`src/rtl/matrix_vec_mac.sv`:
```
`default_nettype none
// ============================================================================
// Module   : matrix_vec_mac
// Purpose  : Signed fixed-point matrix-vector multiply-accumulate,
//            Res = A*x, c+A*x or c-A*x. One column per enabled cycle, with
//            all rows in parallel, followed by a round-down and a
//            saturation step.
// Revision : 1.0 - initial release
// ============================================================================
module matrix_vec_mac #(
  parameter int WIDTH = 16,
  parameter int ROWS  = 4,
  parameter int COLS  = 4,
  parameter int FRAC  = 8
) (
  input  logic                    clk,
  input  logic                    rst,
  input  logic                    i_clk_en,
  input  logic                    i_start,
  input  logic [1:0]              i_mode,
  input  logic signed [WIDTH-1:0] i_a   [ROWS][COLS],
  input  logic signed [WIDTH-1:0] i_x   [COLS],
  input  logic signed [WIDTH-1:0] i_c   [ROWS],
  output logic signed [WIDTH-1:0] o_res [ROWS],
  output logic                    o_busy,
  output logic                    o_done,
  output logic                    o_ovf
);

  // Accumulator holds COLS full products plus one guard bit for the c +/- acc step.
  localparam int ACC_W = 2*WIDTH + $clog2(COLS) + 1;
  localparam int CNT_W = (COLS > 1) ? $clog2(COLS) : 1;
  localparam logic [CNT_W-1:0] C_LAST_COL = CNT_W'(COLS - 1);

  // Saturation bounds expressed in accumulator width.
  localparam logic signed [ACC_W-1:0] C_MAX = {{(ACC_W-WIDTH+1){1'b0}}, {(WIDTH-1){1'b1}}};
  localparam logic signed [ACC_W-1:0] C_MIN = {{(ACC_W-WIDTH+1){1'b1}}, {(WIDTH-1){1'b0}}};
  localparam logic [WIDTH-1:0] C_RES_MAX = {1'b0, {(WIDTH-1){1'b1}}};
  localparam logic [WIDTH-1:0] C_RES_MIN = {1'b1, {(WIDTH-1){1'b0}}};

  typedef enum logic [1:0] {
    S_IDLE = 2'd0,
    S_ACC  = 2'd1,
    S_NORM = 2'd2,
    S_DONE = 2'd3
  } state_t;

  state_t r_state;
  state_t w_next;

  // Operand snapshot taken at start acceptance.
  logic signed [WIDTH-1:0] r_a    [ROWS][COLS];
  logic signed [WIDTH-1:0] r_x    [COLS];
  logic signed [WIDTH-1:0] r_c    [ROWS];
  logic [1:0]              r_mode;

  logic [CNT_W-1:0]        r_col;
  logic signed [ACC_W-1:0] r_acc  [ROWS];
  logic signed [WIDTH-1:0] r_res  [ROWS];
  logic                    r_ovf;

  logic signed [ACC_W-1:0] w_acc_nxt [ROWS];
  logic signed [WIDTH-1:0] w_res     [ROWS];
  logic [ROWS-1:0]         w_sat;
  logic                    w_accept;

  // A new request is only taken when no operation is in flight.
  assign w_accept = i_clk_en && i_start && ((r_state == S_IDLE) || (r_state == S_DONE));

  // State register; reset wins over the clock enable.
  always_ff @(posedge clk) begin
    if (rst) begin
      r_state <= S_IDLE;
    end else if (i_clk_en) begin
      r_state <= w_next;
    end
  end

  // Next-state and status decode.
  always_comb begin
    w_next = r_state;
    o_busy = 1'b0;
    o_done = 1'b0;
    case (r_state)
      S_IDLE: begin
        if (i_start) w_next = S_ACC;
      end
      S_ACC: begin
        o_busy = 1'b1;
        if (r_col == C_LAST_COL) w_next = S_NORM;
      end
      S_NORM: begin
        o_busy = 1'b1;
        w_next = S_DONE;
      end
      S_DONE: begin
        o_done = 1'b1;
        w_next = i_start ? S_ACC : S_IDLE;
      end
      default: w_next = S_IDLE;
    endcase
  end

  // Capture operands so later input changes cannot disturb the running operation.
  always_ff @(posedge clk) begin
    if (!rst && w_accept) begin
      r_a    <= i_a;
      r_x    <= i_x;
      r_c    <= i_c;
      r_mode <= i_mode;
    end
  end

  // Column counter and per-row accumulators.
  always_ff @(posedge clk) begin
    if (rst) begin
      r_col <= '0;
      for (int i = 0; i < ROWS; i++) r_acc[i] <= '0;
    end else if (i_clk_en) begin
      if (w_accept) begin
        r_col <= '0;
        for (int i = 0; i < ROWS; i++) r_acc[i] <= '0;
      end else if (r_state == S_ACC) begin
        r_col <= r_col + 1'b1;
        for (int i = 0; i < ROWS; i++) r_acc[i] <= w_acc_nxt[i];
      end
    end
  end

  // Result and overflow flag, updated only when normalisation completes.
  always_ff @(posedge clk) begin
    if (rst) begin
      r_ovf <= 1'b0;
      for (int i = 0; i < ROWS; i++) r_res[i] <= '0;
    end else if (i_clk_en) begin
      if (w_accept) begin
        r_ovf <= 1'b0;
      end else if (r_state == S_NORM) begin
        r_ovf <= |w_sat;
        for (int i = 0; i < ROWS; i++) r_res[i] <= w_res[i];
      end
    end
  end

  // Per-row datapath: MAC term, offset combine, round-down and saturation.
  for (genvar gi = 0; gi < ROWS; gi++) begin : g_row
    logic signed [2*WIDTH-1:0] w_prod;
    logic signed [ACC_W-1:0]   w_prod_ext;
    logic signed [ACC_W-1:0]   w_c_ext;
    logic signed [ACC_W-1:0]   w_t;
    logic signed [ACC_W-1:0]   w_sh;
    logic                      w_hi;
    logic                      w_lo;

    assign w_prod          = r_a[gi][r_col] * r_x[r_col];
    assign w_prod_ext      = {{(ACC_W-2*WIDTH){w_prod[2*WIDTH-1]}}, w_prod};
    assign w_acc_nxt[gi]   = r_acc[gi] + w_prod_ext;

    // Offset aligned to the product's binary point (2*FRAC fractional bits).
    assign w_c_ext = {{(ACC_W-WIDTH){r_c[gi][WIDTH-1]}}, r_c[gi]} <<< FRAC;
    assign w_t     = (r_mode == 2'd1) ? (w_c_ext + r_acc[gi]) :
                     (r_mode == 2'd2) ? (w_c_ext - r_acc[gi]) :
                                        r_acc[gi];

    // Arithmetic shift drops FRAC bits, rounding toward minus infinity.
    assign w_sh  = w_t >>> FRAC;
    assign w_hi  = (w_sh > C_MAX);
    assign w_lo  = (w_sh < C_MIN);
    assign w_sat[gi] = w_hi | w_lo;
    assign w_res[gi] = w_hi ? C_RES_MAX :
                       w_lo ? C_RES_MIN :
                              w_sh[WIDTH-1:0];
  end : g_row

  assign o_res = r_res;
  assign o_ovf = r_ovf;

endmodule
`default_nettype wire

```
`config.mk`:
```
export PLATFORM = sky130hd
export DESIGN_NAME = matrix_vec_mac
export DESIGN_NICKNAME = d
export VERILOG_FILES = /design/src/rtl/matrix_vec_mac.sv
export SDC_FILE = /design/constraint.sdc
export NUM_CORES = 2
export LEC_CHECK = 0
export ABC_CLOCK_PERIOD_IN_PS = 28000
export CORE_UTILIZATION = 30
export DETAILED_ROUTE_END_ITERATION = 6
export PLACE_DENSITY_LB_ADDON = 0.25
export RECOVER_POWER = 25
export SYNTH_ARGS = -nofsm -noshare
export SYNTH_HDL_FRONTEND = slang
export SYNTH_SLANG_ARGS = --single-unit
```
`constraint.sdc`:
```
create_clock -name clk -period 28 [get_ports clk]
set_input_delay 5.6 -clock clk [delete_from_list [all_inputs] [get_ports clk]]
set_output_delay 5.6 -clock clk [all_outputs]
set_load 0.05 [all_outputs]
```
; Word-level counts from Yosys, hierarchy flattened
; Memory sizes are Yosys's and may differ from the RTL's.
; Cells that the tools add are included.
[totals]
regBits = 455
n_memories = 1
mem_bits_rw = 140
latchBits = 0
out_inout_bits = 67
word_cells = 155
mem_bits_ro = 0
in_bits = 390
[mem_list]
columns = memory, depth, word_bits, rd, rd_ports_with_merged_regs, write_ports, line_no
row1 = r_acc, 4, 35, 4, 0, 4, 58  ; logic signed [ACC_W-1:0] r_acc [ROWS];
[classes]
shift = 0
order_cmp = 9
n_div = 0
n_mul = 4
n_reduce_logical = 14
n_mux = 60
addsub = 13
eq_ne = 8
bitwise_logic = 14
[op_table]
columns = operator, n
row1 = two-way mux 35 bit, 16
row2 = two-way mux 16 bit, 18
row3 = binary-select mux 16 bit (select 2 bit), 5
row4 = adder 24 x 35 -> 35 bit, 4
row5 = adder 35 x 32 -> 35 bit, 4
row6 = subtractor 24 x 35 -> 35 bit, 4
row7 = multiplier 16 x 16 -> 32 bit, 4
row8 = "> comparator 27 x 16 -> 1 bit, second input constant", 4
row9 = "less-than comparator 27 x 16 -> 1 bit, second input constant", 4
row10 = two-way mux 1 bit, 16
row11 = bitwise OR 1 bit, 12
row12 = "== test 2 bit, second input constant", 4
row13 = two-way mux 2 bit, 4
row14 = case mux 2 bit (4 select lines), 1
row15 = AND reduction 3 bit, 2
row16 = "== test 2 x 1 -> 1 bit, second input constant", 2
row17 = "!= test 2 bit, second input constant", 2
row18 = AND reduction 2 bit, 2
row19 = nonzero test 2 bit, 2
row20 = OR reduction 4 bit, 1
row21 = "greater-or-equal comparator 3 bit, second input constant", 1
row22 = logical AND 1 bit, 3
row23 = NOT 2 -> 3 bit, 1
row24 = "adder 2 x 1 -> 2 bit, second input constant", 1
row25 = other kinds (5), 5

; Depth between registers and ports, before layout
[logic_depth]
word_depth = 9
mapped_depth = 37
mapped_depth_nobuf = 31

; Worst setup path before layout
; OpenSTA, ideal clock, no wires.
[synth_timing]
path_kind = input -> register
start = input i_start
end = register r_c (netlist bit g_row[0].w_c_ext[10]) (enable)
path_slack_ns = 10.140
arrival_ns = 16.958
required_ns = 27.097
stages = 4
n_path_buf = 1
cell_sequence = nor2b_1 -> nand2_1 -> nor2_1 -> clkbuf_1
[synth_between]
elab_chain_len = 3
[synth_rtl]
columns = item, line_no
row1 = "start, declared", 19  ; input logic i_start,
row2 = logical AND 1 bit (2 in a row), 68  ; assign w_accept = i_clk_en && i_start && ((r_state == S_IDLE) || (r_state == S_DONE));
row3 = logical AND 1 bit, 106  ; if (!rst && w_accept) begin
row4 = "end signal, assigned", 109  ; r_c <= i_c;
row5 = "end, declared", 54  ; logic signed [WIDTH-1:0] r_c [ROWS];
; Every way passes these cells.
; A chain may end at the register's enable or synchronous reset.

==> flow_summary.json <==
{
  "status": "finished, final reports clean",
  "area_growth_syn_to_layout_pct": 14.2,
  "grt-busiest-layer": "met1",
  "nets": 10604,
  "layout_min_cycle_time_ns": 10.65,
  "grt_max_degree": 130,
  "ys_warn_count": 0,
  "tns_ns": 0,
  "start_kind": "flip-flop",
  "vias": 58407,
  "drtAntennaViolNets": 0,
  "crit_path_max_fanout": 47,
  "coreArea_um2": 259000,
  "antenna_found_initial": 57,
  "drt-initial-drc-count": 3796,
  "fin_worst_skew_ns": 0.0543,
  "cp.required_ns": 28.43,
  "portBuffers": 456,
  "rows": 187,
  "final_util_pct": 34.4,
  "path_clk_slew_ns": 0.06,
  "ys_async_sr_fraction_pct": 0,
  "synth_area_leaders": "fa_1 (32%), edfxtp_1 (19%), ha_1 (10%), inv_1 (7.6%), nor2_1 (3.8%)",
  "synth_top_area_share_pct": 31.8,
  "start_util_pct": 30.2,
  "dieArea_um2": 263000,
  "fill_cells": 26209,
  "clk_latency_ns": 0.74,
  "yosysSeqAreaShare_pct": 21.5,
  "die-height_um": 513,
  "wl_per_cell_um": 21.6,
  "numCtsBuffers": 80,
  "grt_pass1_wl_mm": 388,
  "first_pass_iters": 6,
  "post_cts_buffers": 0,
  "clk_path_buf_depth": 3,
  "synth_edf_count": 491,
  "crit_top_cell": "inv_1",
  "ys_ff_latch": 595,
  "cp.arrival_ns": 11.07,
  "holdWs_ns": 0.453,
  "postSynthAreaPerCell_um2": 9.72,
  "setup_viol": 0,
  "drt_wl_total_mm": 255,
  "critPathKind": "reg2reg",
  "cp_slowest_stage_delay_ns": 0.91,
  "cts_tree": "yes",
  "endpoint_kind": "flip-flop",
  "grt_usage_pct": 19.5,
  "die_w_um": 513,
  "slowest_stage": "mux4_2",
  "hold_violations": 0,
  "cts-root-buf": "clkbuf_16",
  "syn_area_um2": 78200,
  "htree_num_levels": 3,
  "hold_buffers": 0,
  "grt_pass1_vias": 61895,
  "overflow": 0,
  "fin_crit_sh_pct": 38.0,
  "cts.repair.resized": 0,
  "syn_nets": 10309,
  "via_per_inst": 4.94,
  "synth_cell_type_count": 107,
  "use_met3_pct": 3.88,
  "fmax_mhz": 93.9,
  "met1_usage_pct": 28.9,
  "hpwl_mm": 203,
  "place_congestion": 0.896,
  "min_path_type": "reg2reg",
  "yosys.area.top_type": "fa_1",
  "route.detailed.drc": 0,
  "finalMaxSlewViolations": 0,
  "grt_setup_unrepaired": "false",
  "drive_gt1_share_pct": 5.21,
  "use_met2_pct": 28.8,
  "final_cells": 11827,
  "cts.sinks": 595,
  "dp_cells": 11660,
  "slew-limit-headroom_pct": 6.25,
  "io_pins": 457,
  "maxCapViolations": 0,
  "netlist_instances": 8045,
  "synthFlopType": "edfxtp_1",
  "worstMarginPinSlew_ns": 1.40
}
-- worst max-delay path, delay by kind of cell (launching register included) --
family / cells / cell delay [ns]
buffers and inverters: 9 / 2.39
xor gates and xnor gates: 1 / 0.16
muxes: 1 / 0.91
and+or+nand+nor: 3 / 0.35
adders and majority gates: 7 / 2.90
DFF: 1 / 0.61
AOI/OAI and AO/OA: 9 / 2.75
-- sequential cells by signal, summed over array words and instances, names as in the netlist --
name,count
r_x,64
r_col,2
r_acc,140
r_a,256
g_row.w_c_ext,64
o_res,64
r_mode,2
o_ovf,1
r_state,2
-- Yosys cell counts, drive strengths merged, types with 103 or more instances --
master	instances
dfxtp	104
and2	152
nor3	103
o21ai	206
inv	1577
edfxtp	491
nor2	797
xnor2	113
fa	1244
a21oi	310
clkbuf	264
ha	630
nand2	729
-- layout make-up --
type / count / area, um^2 / area share [%]
diodes: 21 / 52.6 / 0.0588
clock inverters: 48 / 548 / 0.613
inverters: 1579 / 5930 / 6.63
multi-input cells: 5539 / 54300 / 60.8
clock buffers: 98 / 2130 / 2.39
flip-flops and latches: 595 / 16800 / 18.8
repair buffers: 545 / 5260 / 5.88
well taps: 3402 / 4260 / 4.76
-- per-stage QoR --
stage	area [um^2]	setup slack, ns
floorplan	78200	10.14
global placement	86600	17.23
detailed placement	86600	17.07
CTS	89300	17.38
global route	89300	16.89
finish	89300	17.35
-- layer usage --
metal  wire length [um]  share of wire (%)
met1             125000                 49
met2             106000                 41
met3              18600                7.3
met4               5690                2.2
met5                272               0.11
-- final timing paths --
kind,slack (ns),depth (start not counted),end,startpoint
max reg2reg,17.35,30,r_acc[1][34]$_SDFFCE_PN0P_,r_col[0]$_SDFFE_PP0P_
min,0.45,2,o_res[46]$_SDFFE_PP0P_,o_res[46]$_SDFFE_PP0P_
max,17.35,30,r_acc[1][34]$_SDFFCE_PN0P_,r_col[0]$_SDFFE_PP0P_
min reg2reg,0.45,2,o_res[46]$_SDFFE_PP0P_,o_res[46]$_SDFFE_PP0P_
-- cells by family after synthesis --
logic type,synth area share [%]
AND/OR/NAND/NOR,11.9
AO/OA/AOI/OAI,11.1
multiplexers,2.41
XOR/XNOR,1.95
buffers and inverters,9.24
adder cells (fa/ha/maj),41.9
flip-flops,21.5
-- placed cells by master, fill, tap and decap left out, types with 58 or more instances in the layout --
| master | count |
|---|---|
| inv_1 | 1575 |
| fa_1 | 1244 |
| nor2_1 | 789 |
| nand2_1 | 725 |
| ha_1 | 630 |
| edfxtp_1 | 491 |
| a21oi_1 | 297 |
| dlygate4sd3_1 | 288 |
| clkdlybuf4s50_1 | 167 |
| and2_1 | 152 |
| o21ai_0 | 147 |
| xnor2_1 | 113 |
| dfxtp_1 | 102 |
| nor3_1 | 93 |
| buf_4 | 88 |
| clkbuf_16 | 81 |
| a211oi_1 | 74 |
| o21a_1 | 70 |
| nor2b_1 | 62 |
| a21o_1 | 61 |
| xor2_1 | 61 |
| mux2i_1 | 58 |
Power is not shown: default switching activity piles up to over one toggle a cycle in this logic, so the estimate is an artifact.
